$ cat config.mk
export PLATFORM = sky130hd
export DESIGN_NAME = sad_stream
export DESIGN_NICKNAME = d
export VERILOG_FILES = /design/src/rtl/sad_pkg.sv /design/src/rtl/sad_lane_diff.sv /design/src/rtl/sad_stream.sv
export SDC_FILE = /design/constraint.sdc
export NUM_CORES = 1
export LEC_CHECK = 0
export BUFFER_PORTS_ARGS = -buffer_cell sky130_fd_sc_hd__buf_2
export CORE_UTILIZATION = 44
export DETAILED_ROUTE_END_ITERATION = 8
export SLEW_MARGIN = 10
export SYNTH_ARGS = -nofsm -noshare
export SYNTH_HDL_FRONTEND = slang
export SYNTH_SLANG_ARGS = --single-unit
$ cat constraint.sdc
create_clock -name Clk -period 25 [get_ports Clk]
set_clock_uncertainty 0.05 [all_clocks]
set_input_delay 2.5 -clock Clk [delete_from_list [all_inputs] [get_ports Clk]]
set_output_delay 2.5 -clock Clk [all_outputs]
set_load 0.01 [all_outputs]
$ cat src/rtl/sad_pkg.sv
// ---------------------------------------------------------------------------
// sad_pkg
// Shared definitions for the streaming SAD/SSD engine:
//   state_e      - control FSM states
//   MODE_SAD/SSD - encoding of the Mode input
//   lane_term_w  - width of one per-lane difference term for a given mode
//   lane_sum_w   - width of the sum of all lane terms in one memory word
// ---------------------------------------------------------------------------
package sad_pkg;

  typedef enum logic [1:0] {
    IDLE,
    ISSUE,
    DRAIN,
    DONE
  } state_e;

  localparam logic MODE_SAD = 1'b0;
  localparam logic MODE_SSD = 1'b1;

  // An absolute difference fits in D_WIDTH bits; its square needs twice that.
  function automatic int lane_term_w(input int d_width, input logic mode);
    return (mode == MODE_SSD) ? 2 * d_width : d_width;
  endfunction

  // Sized for the widest term (SSD) plus growth from adding LANES of them.
  function automatic int lane_sum_w(input int d_width, input int lanes);
    return 2 * d_width + $clog2(lanes);
  endfunction

endpackage

$ cat src/rtl/sad_lane_diff.sv
// ---------------------------------------------------------------------------
// sad_lane_diff
// Combinational per-word difference stage. Splits two packed words into
// LANES unsigned elements, forms |a-b| (SAD) or (a-b)^2 (SSD) per lane and
// returns the sum over all lanes.
// Ports:
//   mode_i - 0 = SAD, 1 = SSD
//   a_i    - packed word from memory A, lane 0 in the low bits
//   b_i    - packed word from memory B, same layout
//   sum_o  - lane sum of the selected difference terms
// ---------------------------------------------------------------------------
module sad_lane_diff
  import sad_pkg::*;
#(
  parameter int D_WIDTH = 8,
  parameter int LANES   = 4
) (
  input  logic                                     mode_i,
  input  logic [LANES*D_WIDTH-1:0]                 a_i,
  input  logic [LANES*D_WIDTH-1:0]                 b_i,
  output logic [lane_sum_w(D_WIDTH, LANES)-1:0]    sum_o
);

  localparam int SUM_W = lane_sum_w(D_WIDTH, LANES);
  localparam int ABS_W = lane_term_w(D_WIDTH, MODE_SAD);
  localparam int SQ_W  = lane_term_w(D_WIDTH, MODE_SSD);

  logic [SUM_W-1:0] term [LANES];

  for (genvar l = 0; l < LANES; l++) begin : g_lane
    logic [D_WIDTH-1:0] a;
    logic [D_WIDTH-1:0] b;
    logic [ABS_W-1:0]   diff;
    logic [SQ_W-1:0]    diffExt;
    logic [SQ_W-1:0]    sq;

    assign a       = a_i[l*D_WIDTH +: D_WIDTH];
    assign b       = b_i[l*D_WIDTH +: D_WIDTH];
    // Subtract the smaller from the larger so the unsigned result is exact.
    assign diff    = (a >= b) ? ABS_W'(a - b) : ABS_W'(b - a);
    // Widen before multiplying so the square is not truncated.
    assign diffExt = SQ_W'(diff);
    assign sq      = diffExt * diffExt;
    assign term[l] = (mode_i == MODE_SAD) ? SUM_W'(diff) : SUM_W'(sq);
  end

  // Adder tree over the lanes; SUM_W already covers the worst-case growth.
  always_comb begin
    sum_o = '0;
    for (int l = 0; l < LANES; l++) begin
      sum_o = sum_o + term[l];
    end
  end

endmodule

$ cat src/rtl/sad_stream.sv
// ---------------------------------------------------------------------------
// sad_stream
// Pipelined SAD/SSD engine. Streams LEN words from two synchronous block
// memories at one word per cycle, accumulates the lane differences into a
// saturating accumulator, aborts early once the running total exceeds Limit
// and holds the result until the next accepted Go.
// Ports:
//   Clk, Rst         - clock, synchronous active-high reset
//   Go, Mode, Limit  - start request, SAD/SSD select, abort threshold
//   A_Addr, B_Addr   - shared word address to both memories
//   A_Data, B_Data   - read data, READ_LAT cycles after the address
//   RW, En           - memory direction (always read) and read enable
//   Busy, Done, Over - run in progress, completion pulse, aborted flag
//   SAD_Out          - result of the last completed run
// ---------------------------------------------------------------------------
module sad_stream
  import sad_pkg::*;
#(
  parameter int D_WIDTH   = 8,
  parameter int LANES     = 4,
  parameter int LEN       = 64,
  parameter int A_WIDTH   = 8,
  parameter int READ_LAT  = 2,
  parameter int OUT_WIDTH = 32
) (
  input  logic                       Clk,
  input  logic                       Rst,
  input  logic                       Go,
  input  logic                       Mode,
  input  logic [OUT_WIDTH-1:0]       Limit,
  output logic [A_WIDTH-1:0]         A_Addr,
  output logic [A_WIDTH-1:0]         B_Addr,
  input  logic [LANES*D_WIDTH-1:0]   A_Data,
  input  logic [LANES*D_WIDTH-1:0]   B_Data,
  output logic                       RW,
  output logic                       En,
  output logic                       Busy,
  output logic                       Done,
  output logic                       Over,
  output logic [OUT_WIDTH-1:0]       SAD_Out
);

  localparam int SUM_W  = lane_sum_w(D_WIDTH, LANES);
  localparam int WIDE_W = ((OUT_WIDTH > SUM_W) ? OUT_WIDTH : SUM_W) + 1;
  localparam logic [WIDE_W-1:0]   SAT_MAX   = WIDE_W'({OUT_WIDTH{1'b1}});
  localparam logic [A_WIDTH-1:0]  LAST_ADDR = A_WIDTH'(LEN - 1);
  // Every valid-pipe stage except the output one; when these are empty the
  // word being accumulated this cycle is the last one in flight.
  localparam logic [READ_LAT-1:0] EARLY_MASK = READ_LAT'((1 << (READ_LAT - 1)) - 1);

  state_e                state_q,  state_d;
  logic [A_WIDTH-1:0]    addr_q,   addr_d;
  logic                  en_q,     en_d;
  logic                  busy_q,   busy_d;
  logic                  done_q,   done_d;
  logic                  over_q,   over_d;
  logic [OUT_WIDTH-1:0]  sad_q,    sad_d;
  logic [OUT_WIDTH-1:0]  acc_q,    acc_d;
  logic                  mode_q,   mode_d;
  logic [OUT_WIDTH-1:0]  limit_q,  limit_d;
  logic [READ_LAT-1:0]   vpipe_q,  vpipe_d;

  logic [SUM_W-1:0]      laneSum;
  logic [WIDE_W-1:0]     accWide;
  logic [OUT_WIDTH-1:0]  accSum;
  logic                  wordValid;
  logic                  abort;
  logic                  finish;

  sad_lane_diff #(
    .D_WIDTH (D_WIDTH),
    .LANES   (LANES)
  ) u_lane_diff (
    .mode_i (mode_q),
    .a_i    (A_Data),
    .b_i    (B_Data),
    .sum_o  (laneSum)
  );

  // Saturating add: compute one bit wider than either operand and clamp.
  assign wordValid = vpipe_q[READ_LAT-1];
  assign accWide   = WIDE_W'(acc_q) + WIDE_W'(laneSum);
  assign accSum    = (accWide > SAT_MAX) ? {OUT_WIDTH{1'b1}} : accWide[OUT_WIDTH-1:0];

  // Next-state logic. The abort/finish block at the end overrides whatever
  // the state case chose, so an abort during ISSUE drops En immediately.
  always_comb begin
    state_d = state_q;
    addr_d  = addr_q;
    en_d    = en_q;
    busy_d  = busy_q;
    done_d  = 1'b0;
    over_d  = over_q;
    sad_d   = sad_q;
    acc_d   = acc_q;
    mode_d  = mode_q;
    limit_d = limit_q;
    vpipe_d = (vpipe_q << 1) | READ_LAT'(en_q);
    finish  = 1'b0;

    if (wordValid) begin
      acc_d = accSum;
    end
    abort = wordValid && (accSum > limit_q);

    unique case (state_q)
      IDLE: begin
        if (Go) begin
          state_d = ISSUE;
          mode_d  = Mode;
          limit_d = Limit;
          acc_d   = '0;
          addr_d  = '0;
          en_d    = 1'b1;
          busy_d  = 1'b1;
          over_d  = 1'b0;
        end
      end
      ISSUE: begin
        if (addr_q == LAST_ADDR) begin
          en_d    = 1'b0;
          state_d = DRAIN;
        end else begin
          addr_d = addr_q + 1'b1;
        end
      end
      DRAIN: begin
        if ((vpipe_q & EARLY_MASK) == '0) begin
          finish = 1'b1;
        end
      end
      DONE: begin
        state_d = IDLE;
      end
    endcase

    // The result register takes the post-accumulate value so SAD_Out is
    // valid in the same cycle Done rises. Late data is flushed on exit.
    if (abort || finish) begin
      state_d = DONE;
      en_d    = 1'b0;
      busy_d  = 1'b0;
      done_d  = 1'b1;
      sad_d   = acc_d;
      vpipe_d = '0;
      if (abort) begin
        over_d = 1'b1;
      end
    end
  end

  // State and output registers; reset clears everything including the
  // valid pipe so memory data still returning after reset is ignored.
  always_ff @(posedge Clk) begin
    if (Rst) begin
      state_q <= IDLE;
      addr_q  <= '0;
      en_q    <= 1'b0;
      busy_q  <= 1'b0;
      done_q  <= 1'b0;
      over_q  <= 1'b0;
      sad_q   <= '0;
      acc_q   <= '0;
      mode_q  <= MODE_SAD;
      limit_q <= '0;
      vpipe_q <= '0;
    end else begin
      state_q <= state_d;
      addr_q  <= addr_d;
      en_q    <= en_d;
      busy_q  <= busy_d;
      done_q  <= done_d;
      over_q  <= over_d;
      sad_q   <= sad_d;
      acc_q   <= acc_d;
      mode_q  <= mode_d;
      limit_q <= limit_d;
      vpipe_q <= vpipe_d;
    end
  end

  assign A_Addr  = addr_q;
  assign B_Addr  = addr_q;
  assign RW      = 1'b0;
  assign En      = en_q;
  assign Busy    = busy_q;
  assign Done    = done_q;
  assign Over    = over_q;
  assign SAD_Out = sad_q;

endmodule

==> results.txt <==
----------------------------------------------------
[Status]
  Status ... finished, final reports clean

[Timing]
  Number of hold violations in the final report ... 0
  Period utilisation layout ... 0.6441
  Max-slew violation total from the final report ... 0
  Final total negative setup slack ... 0 ns
  Final critical delay including setup and external delays ... 16.10 ns
  Worst-case setup margin in the final layout ... 8.896 ns
  Least-Margin Pin Slew ... 1.088 ns
  Setup repair after global routing missed its margin ... no
  Hold slack final ... 0.4041 ns
  Maximum clock rate ... 0.06210 GHz
  Final setup violating endpoints ... 0
  Relative slew slack ... 0.2692

[Synthesis]
  Register area share after synthesis ... 0.1323
  Number of unique standard cell types used by synthesis ... 76
  Main synth FF type ... dfxtp_1
  Warning count from the yosys run ... 0
  Number of instances in the synthesized netlist ... 2133
  Share of async-settable or async-resettable flops after synthesis ... 0
  Total nets after synthesis ... 2622
  Syn Std Cell Area ... 17100 sq um
  Count of flip-flops with a built-in enable after synthesis ... 0
  Syn_area_per_cell ... 8.019 sq um
  Register bit count reported by yosys ... 113

[Clock tree]
  Clock latency of the later-clocked register in the worst-skew pair ... 0.41 ns
  Clock tree from TritonCTS ... done
  H-tree depth reported by CTS ... 4
  Clock net sink count ... 113
  Largest buffer count on any clock path ... 2
  Number of buffers added to fix hold violations after cts ... 0
  PostCTS Resize Cnt ... 0
  Post-CTS setup repair buffer count ... 0
  CTS Root Buffer Type ... clkbuf_16
  Number of clock buffers inserted by TritonCTS ... 17
  Clock transition at path regs ... 0.06 ns

[Global routing]
  First-pass GRT wire length ... 68470 microns
  Maximum number of pins on one net before global-route repair ... 49
  Number of global-route vias before repair ... 14200
  Antenna violations before repair ... 0
  Gr usage total ... 0.2122
  Total global routing overflow ... 0

[Die]
  Horizontal die dimension ... 199.2 microns
  Core region area ... 37930 sq um
  Area of the die ... 39660 sq um
  Die height ... 199.2 microns
  Effective utilization at floorplan ... 0.4509
  Number of placement rows ... 71
  Ports ... 153

[Min path]
  Class of the tightest hold or removal check ... reg2reg
  Hold Crit Start ... limit_q[19]$_SDFFE_PP0P_

[Routing]
  DRT iter0 DRCs ... 636
  Number of iterations in the first detailed-routing pass ... 5
  Detailed-route wire length per cell ... 14.86 microns
  Post-detailed-route via-to-cell ratio ... 5.206
  Via count ... 14360
  DRC violation count after routing ... 0
  Total Routed Length ... 40990 microns
  Number of antenna-violating nets in the routed design ... 0

[Final layout]
  Proportion of layout cells with a drive suffix above 1 ... 0.1103
  Highest-count cells in the layout ignoring fill and taps ... inv_1, ha_1, nor2_1
  Utilization after layout ... 0.4955
  Diode count ... 0
  Area added between synthesis and finish ... 9.883%
  Number of nets in the layout ... 2724
  Most common cell after layout, fill and taps aside ... inv_1

[Critical path]
  Largest incremental delay on the critical path ... 0.82 ns
  Type of element capturing the critical path ... flop
  Arrival time of data at the critical path endpoint ... 16.32 ns
  Required arrival time at the worst endpoint ... 25.22 ns
  CP max FO ... 35
  Internal reg-to-reg setup slack ... 15.84 ns
  Startpoint of the worst register-to-register path ... mode_q$_SDFFE_PP0P_
  Type of the worst setup path ... in2reg
  CP max stage cell ... xnor2_1
  Launching element of the worst setup path ... A_Data[24]
  Type of element launching the critical path ... input pin

[Place]
  Count of input and output buffers ... 151
  Placed wire-length estimate ... 33720 microns
  Pre-CTS setup slack ... 8.517 ns
  Final GP Congestion ... 0.9223

[Run]
  Count of max-cap constraint violations ... 0

----------------------------------------------------
==> Yosys cell counts, types with 10 or more instances <==
cell       number  area share
inv_1         372       0.082
ha_1          247        0.18
nor2_1        187       0.041
nand2_1       171       0.038
a21oi_1       146       0.043
fa_1          142        0.17
dfxtp_1       113        0.13
xnor2_1        80       0.041
clkbuf_1       58       0.013
o21ai_0        57       0.017
a21o_1         50       0.022
mux2i_1        44       0.026
xor2_1         41       0.021
nor3_1         36       0.011
nand3_1        33      0.0097
o21bai_1       24       0.011
or2_2          24      0.0088
o2bb2ai_1      22       0.011
and2_1         20      0.0073
nand2b_1       19      0.0069
nand4_1        19      0.0069
o21a_1         18      0.0079
nor2b_1        17      0.0062
a211oi_1       10      0.0044
and3_1         10      0.0037
==> critical path: cells and delay by family <==
family / cells / cell delay [ns]
fa+ha+maj: 12 / 4.60
compound gates: 18 / 3.69
simple gates: 12 / 3.07
xor+xnor: 3 / 1.14
buf+inv: 10 / 1.10
mux: 1 / 0.18
==> flip-flops by register name (all words and copies together) (netlist names), 2 cells and up <==
register and cells:
SAD_Out 32, acc_q 32, limit_q 32, A_Addr 8
state_q 2, vpipe_q 2
==> metal layers <==
metal  up-vias  GRT usage  share of wire
li1       7232          -              -
met1      6840     0.2909           0.48
met2       266     0.3644           0.48
met3        24    0.02278          0.035
met4         0    0.03077         0.0081
met5         -          0              0
==> through the flow <==
step                std cells  cell area (sq um)
floorplan                2133              17100
global placement         2727              18230
detailed placement       2727              18230
CTS                      2759              18790
global route             2759              18790
finish                   2759              18790
==> cell type report <==
type | instances | area, sq um
tap | 511 | 639.4
sequential | 113 | 2262
clock buffer | 18 | 439.2
multi-input combinational | 1568 | 13090
fill | 3813 | 19140
clock inverter | 14 | 128.9
timing repair buffer | 162 | 838.3
inverter | 373 | 1400
==> path summary, 6_finish.rpt <==
| path | end | depth (start not counted) |
|---|---|---|
| max | SAD_Out[29]$_SDFFE_PP0P_ | 56 |
| max reg2reg | SAD_Out[29]$_SDFFE_PP0P_ | 36 |
| min | limit_q[19]$_SDFFE_PP0P_ | 2 |
| min reg2reg | limit_q[19]$_SDFFE_PP0P_ | 2 |
==> kinds of logic (layout without fill, tap and decap cells) <==
logic type                 count (synthesis)  after routing  share of synthesized area
other                                      1              1                  0.0002192
AOI/OAI and AO/OA                        424            424                     0.1639
buffers and inverters                    452            567                     0.1028
adders and majority gates                389            389                     0.3469
and+or+nand+nor                          577            577                     0.1560
DFF                                      113            113                     0.1323
xor gates and xnor gates                 122            122                    0.06357
muxes                                     55             55                    0.03431
Power is left out: the tool's default activity adds up to more than one toggle a clock period on the data nets, which glitch-free logic cannot reach.
